[config.mk]
export PLATFORM = sky130hd
export DESIGN_NAME = regfile_2r1w_sync
export DESIGN_NICKNAME = d
export VERILOG_FILES = /design/src/rtl/regfile_2r1w_sync.sv
export SDC_FILE = /design/constraint.sdc
export NUM_CORES = 2
export LEC_CHECK = 0
export CAP_MARGIN = 0
export CORE_ASPECT_RATIO = 1.4
export CORE_MARGIN = 4
export CORE_UTILIZATION = 50
export CTS_CLUSTER_DIAMETER = 60
export DETAILED_ROUTE_END_ITERATION = 10
export DONT_BUFFER_PORTS = 1
export GPL_TIMING_DRIVEN = 0
export PLACE_DENSITY_LB_ADDON = 0.1
export SYNTH_ARGS = -nofsm -noshare
export SYNTH_HDL_FRONTEND = slang
export SYNTH_SLANG_ARGS = --single-unit
[constraint.sdc]
create_clock -name clock -period 46.4 [get_ports clock]
set_input_delay 4.64 -clock clock [delete_from_list [all_inputs] [get_ports clock]]
set_output_delay 4.64 -clock clock [all_outputs]
set_load 0.01 [all_outputs]
[src/rtl/regfile_2r1w_sync.sv]
// Two-read, one-write register file with registered read ports and optional
// same-edge write-to-read bypass. Entry 0 always reads as zero.
module regfile_2r1w_sync #(
   parameter int WIDTH  = 32,
   parameter int ADDR_W = 5,
   parameter int BYPASS = 1
) (
   input  logic              clock,
   input  logic              reset,
   input  logic              ctrl_writeEnable,
   input  logic [ADDR_W-1:0] ctrl_writeReg,
   input  logic [WIDTH-1:0]  data_writeReg,
   input  logic              rd_en_A,
   input  logic [ADDR_W-1:0] ctrl_readRegA,
   output logic [WIDTH-1:0]  data_readRegA,
   output logic              valid_A,
   input  logic              rd_en_B,
   input  logic [ADDR_W-1:0] ctrl_readRegB,
   output logic [WIDTH-1:0]  data_readRegB,
   output logic              valid_B
);

   localparam int DEPTH = 1 << ADDR_W;

   logic [WIDTH-1:0] regs [DEPTH];
   logic [WIDTH-1:0] rdata_a;
   logic [WIDTH-1:0] rdata_b;
   logic             wr_ok;

   // Address 0 wins over the bypass so a dropped write never leaks to a reader.
   function automatic logic [WIDTH-1:0] read_entry(
      input logic [ADDR_W-1:0] addr,
      input logic              wr,
      input logic [ADDR_W-1:0] waddr,
      input logic [WIDTH-1:0]  wdata,
      input logic [WIDTH-1:0]  stored
   );
      logic [WIDTH-1:0] value;
      value = stored;
      if (addr == '0)
         value = '0;
      else if ((BYPASS != 0) && wr && (waddr == addr))
         value = wdata;
      return value;
   endfunction

   assign wr_ok = ctrl_writeEnable && (ctrl_writeReg != '0);

   always_comb begin
      rdata_a = read_entry(ctrl_readRegA, wr_ok, ctrl_writeReg, data_writeReg,
                           regs[ctrl_readRegA]);
      rdata_b = read_entry(ctrl_readRegB, wr_ok, ctrl_writeReg, data_writeReg,
                           regs[ctrl_readRegB]);
   end

   always_ff @(posedge clock or posedge reset) begin
      if (reset) begin
         for (int i = 0; i < DEPTH; i++)
            regs[i] <= '0;
         data_readRegA <= '0;
         data_readRegB <= '0;
         valid_A       <= 1'b0;
         valid_B       <= 1'b0;
      end else begin
         if (wr_ok)
            regs[ctrl_writeReg] <= data_writeReg;
         valid_A <= rd_en_A;
         valid_B <= rd_en_B;
         if (rd_en_A)
            data_readRegA <= rdata_a;
         if (rd_en_B)
            data_readRegB <= rdata_b;
      end
   end

endmodule

Word level (Yosys, flattened, before mapping)
Index checks and enable logic that the tools add are counted.
- word-level logic and storage cells: 65
- input port bits: 52
- output and inout port bits: 66
- flip-flop bits (word level): 1090
- bitwise operators: 3
- reductions and logical operators: 7
- eq/ne operators: 2
- magnitude comparators: 4
- multiplexer cells: 13
- operator list (cell ; count):
    $bwmux W1024 ; 1
    $bmux W32 S5 ; 2
    $mux W32 ; 9
    $demux W32 S5 ; 1
    $ge A6 B6 Y1 const B ; 3
    $not A5 Y6 ; 3
    $eq A5 B5 Y1 ; 2
    $logic_not A5 Y1 ; 2
    $lt A6 B1 Y1 const B ; 1
    $reduce_bool A5 Y1 ; 1
    $logic_and A1 B1 Y1 ; 4

Depth between registers and ports, before layout
- depth after elaboration: 6
- gate-level depth with buffers: 8
- depth with buffers taken out: 4

Worst setup path before layout
No wires, ideal clock.
- path kind: input to register
- start point: input port ctrl_readRegA[0]
- end point: register data_readRegA[10]
- cell stages on the path: 8
- path slack: 39.898 ns
- library setup time: 0.142 ns
- path buffers: 4
- data required time: 46.258 ns
- arrival time: 6.359 ns
- cells stage by stage: buf_2 > buf_2 > buf_2 > buf_2 > mux4_2 > a22o_1 > nor2_1 > o221ai_1
- cells in the longest elaborated chain, start to end: 6
- elaborated cells on any way between the ends: 9
- those cells by class: eq/ne (1); mux (5); bitwise (1); reduce/logical (2)
- RTL lines (what ; line ; source):
    from (decl) ; 14 ; input logic [ADDR_W-1:0] ctrl_readRegA,
    $not A5 Y6 (not written as such) ; 51 ; regs[ctrl_readRegA]);
    $bmux W32 S5 ; 51 ;
    $mux W32 (not written as such) (2 in series) ; 51 ;
    $mux W32 ; 42 ; else if ((BYPASS != 0) && wr && (waddr == addr))
    $mux W32 * ; 40 ; if (addr == '0)
    to (signal assigned) ; 70 ; data_readRegA <= rdata_a;
    to (decl) ; 15 ; output logic [WIDTH-1:0] data_readRegA,
Every way passes the cells marked *; elsewhere a longest branch is shown, timed or not. The select of a mux whose other input is x is not followed.
A chain may end at the register's enable or synchronous reset.

Worst setup path in the final report
- start point: input port ctrl_readRegA[0]
- end point: register data_readRegA[8]
The elaborated chain is that of the path after synthesis.

==> summary.md <==
| Metric | Value |
|---|---|
| H-tree depth | 3 |
| Crit path DAT | 8.47 ns |
| Hold Crit Class | reg2reg |
| Net Sw Frac | 28.2% |
| Layout cells sized above 1 | 50.0% |
| Sequential area share after synthesis | roughly 48% |
| Vias in the first global route | 40,500 |
| Req. time, crit path | 46.92 ns |
| Number of fill cells | between 8,000 and 9,000 |
| Num CTS Buffers | 110 |
| Post-DP Area | 59,000 µm² |
| Routed Antenna Nets | 0 |
| Tmin final | 7.95 ns |
| # IOs | between 100 and 150 |
| Pre-CTS setup slack | 38.00 ns |
| Final instance area | 62,700 µm² |
| Post-CTS Setup Inserts | 0 |
| Gr usage total | 34.7% |
| Avg Cell Area, Syn | 15.7 µm² |
| Int Pwr | 1990 µW |
| Fin nets | 3,792 |
| FMAX | between 100 and 150 MHz |
| YS warnings | 0 |
| Post-cts resize count | 0 |
| First drt pass iteration count | 8 |
| Final Skew | 0.0331 ns |
| Core area | 113,000 µm² |
| RSZ-0062 raised after global routing | false |
| Clk pwr share | ~33% |
| Via density | 7.04 |
| Num Clock Sinks | 1,090 |
| DRC Markers | 0 |
| Routed WL | 207 mm |
| Gp weighted congestion | 0.971 |
| FF-to-FF setup slack | 44.39 ns |
| Final Hold Viols | 0 |
| Worst skew pair latency | 0.73 ns |
| Slew HR | -1.57% |
| Mapped Cells | 3,617 |
| VDD IR-drop max | 0.0295 mV |
| R2R Path End | data_readRegA[31] |
| Synth top area cells | dfrtp_1 48%, mux4_2 23%, mux2_2 20% |
| Endpoints failing setup | 0 |
| Commonest non-fill, non-tap cells in the layout | 1,090 x dfrtp_1, 992 x mux2_2, 576 x mux4_2 |
| Hold Buf Count CTS | 0 |
| Startpoint Class | input pin |
| Setup tns final | 0 ns |
| DP HPWL | roughly 150 mm |
| Die Area | 119,000 µm² |
| Failing checks | capacitance limit, slew limit |
| Worst r2r path cells | 4 |
| Port Buffers | 0 |
| Combinational power share | 20.7% |
| Drt wl/cell | approximately 39 µm |
| Initial Utilization | 50.3% |
| Die Y | 407 µm |
| Final core occ | 55.4% |
| Library cells used by synthesis | 31 |
| Area delta synth->final | 10.2% |
| Bufs on Longest Clock Path | 3 |
| Sequential share of power | between 40% and 50% |
| R2R Path Start | regs[799] |
| Tcrit/Tclk final | between 15 and 20% |
| Crit Path Max Fanout | 10 |
| Mapped Nets | 3,669 |
| Post-synth top area share | 48.0% |
| Clock-pin slew on the worst setup and hold paths | approximately 0.060 ns |
| Slew @ Worst Pin | 1.52 ns |
| Status | finished with violations |
| Area leader, netlist | dfrtp_1 |
| Largest net degree at the start of global routing | 140 |
| Overflow after GRT | 0 |
| WS Path Type | in2reg |
| First-pass GRT wire length | 293 mm |
| Crit end category | register |
| Die Wd | 293 µm |
| CTS tree | built |
| Critical path endpoint | data_readRegA[8] |
| P_sw | 781 µW |
| DRT iter0 DRCs | 3,562 |
| P per Cell Area | 44.3 nW/µm² |
| Leakage Power | 0.0267 µW |
| Max Cap Viol | 3 |
| Post-Syn Area | roughly 57,000 µm² |
| Most common cell after layout, fill and taps aside | dfrtp_1 |
| Root buf cell | clkbuf_16 |
| Vias | 37,300 |
| Yosys reg bits | ~1,100 |
| Max-slew violations | 11 |
| Initial antenna violation count | 4 |
| Final worst setup slack | 38.45 ns |
| Row count | 146 |
| CP startpoint | ctrl_readRegA[0] |
[worst min path at each step]
stage / from / to / slack [ns] / depth (start not counted)
6_report: regs[993] / regs[993] / 0.48 / 1
5_1_grt: regs[995] / regs[995] / 0.50 / 1
4_1_cts: regs[1022] / regs[1022] / 0.48 / 1
3_5_place_dp: regs[1010] / regs[1010] / 0.46 / 1
3_3_place_gp: regs[1013] / regs[1013] / 0.45 / 1
2_1_floorplan: regs[1000] / regs[1000] / 0.44 / 1
[state kept, by name, indices dropped and copies added, names as in the netlist]
signal         cells
regs            1024
data_readRegB     32
data_readRegA     32
valid_A            1
valid_B            1
[Yosys cell counts]
cell type / number
a41oi_1: 64
nor3b_1: 4
buf_2: 154
nor2b_1: 68
o221ai_1: 64
xor2_1: 10
clkbuf_1: 245
a21o_1: 2
nand2_1: 18
inv_1: 66
buf_1: 26
nor3_2: 3
nor2_1: 80
and3_1: 1
a2111oi_2: 2
a22o_1: 128
nor4_4: 1
o21a_1: 2
nand3b_1: 4
nand4_1: 1
mux4_2: 576
a211o_1: 2
or2_2: 1
o21ai_0: 2
nand3_1: 2
and2_1: 2
dfrtp_1: 1090
or4_1: 2
nand4b_1: 3
mux2_2: 992
buf_4: 2
[metal layers]
layer,routed length (µm),global-route usage (%),vias to the layer above
li1,-,-,14300
met1,72200,40.4,20200
met2,101000,57.4,2068
met3,18400,9.62,717
met4,15200,21.4,2
met5,15,0,-
[cells by family after synthesis]
group | count (synthesis) | synth area share [%]
muxes | 1568 | 42.4
xor gates and xnor gates | 10 | 0.154
and+or+nand+nor | 190 | 1.74
buffers and inverters | 493 | 3.61
DFF | 1090 | 48.0
AOI/OAI and AO/OA | 266 | 4.10
[power groups by stage]
stage                     clock network [µW]  registers (µW)  logic, µW
after floorplan                            0            1240        436
after global placement                     0            1270        548
after detailed placement                   0            1290        569
after CTS                                925            1270        571
after global routing                     962            1300        606
final                                    918            1280        575
[area by class of cell]
type / instances / area (µm²) / area share, %
diodes: 3 / 7.51 / 0.0120
repair buffers: 11 / 270 / 0.431
clock inverters: 28 / 345 / 0.551
well taps: 1480 / 1850 / 2.96
plain buffers: 427 / 1800 / 2.88
multi-input cells: 2034 / 27500 / 44.0
clock buffers: 166 / 3300 / 5.26
inverters: 66 / 255 / 0.407
flip-flops and latches: 1090 / 27300 / 43.5
[per-stage QoR]
stage               std cells  hold WS (ns)  total power, µW
floorplan                3617         0.441             1680
global placement         5097         0.452             1820
detailed placement       5106         0.464             1860
CTS                      5300         0.483             2770
global route             5302         0.499             2870
finish                   5305         0.477             2770
[critical path: stages]
cell and delay, ns:
buf_2 0.19, buf_2 0.31, buf_4 0.41, xor2_1 0.14, nor3_2 0.82, a211o_1 0.59, clkbuf_1 1.06, o221ai_1 0.27
No activity file was read; power rests on OpenSTA's default activity.
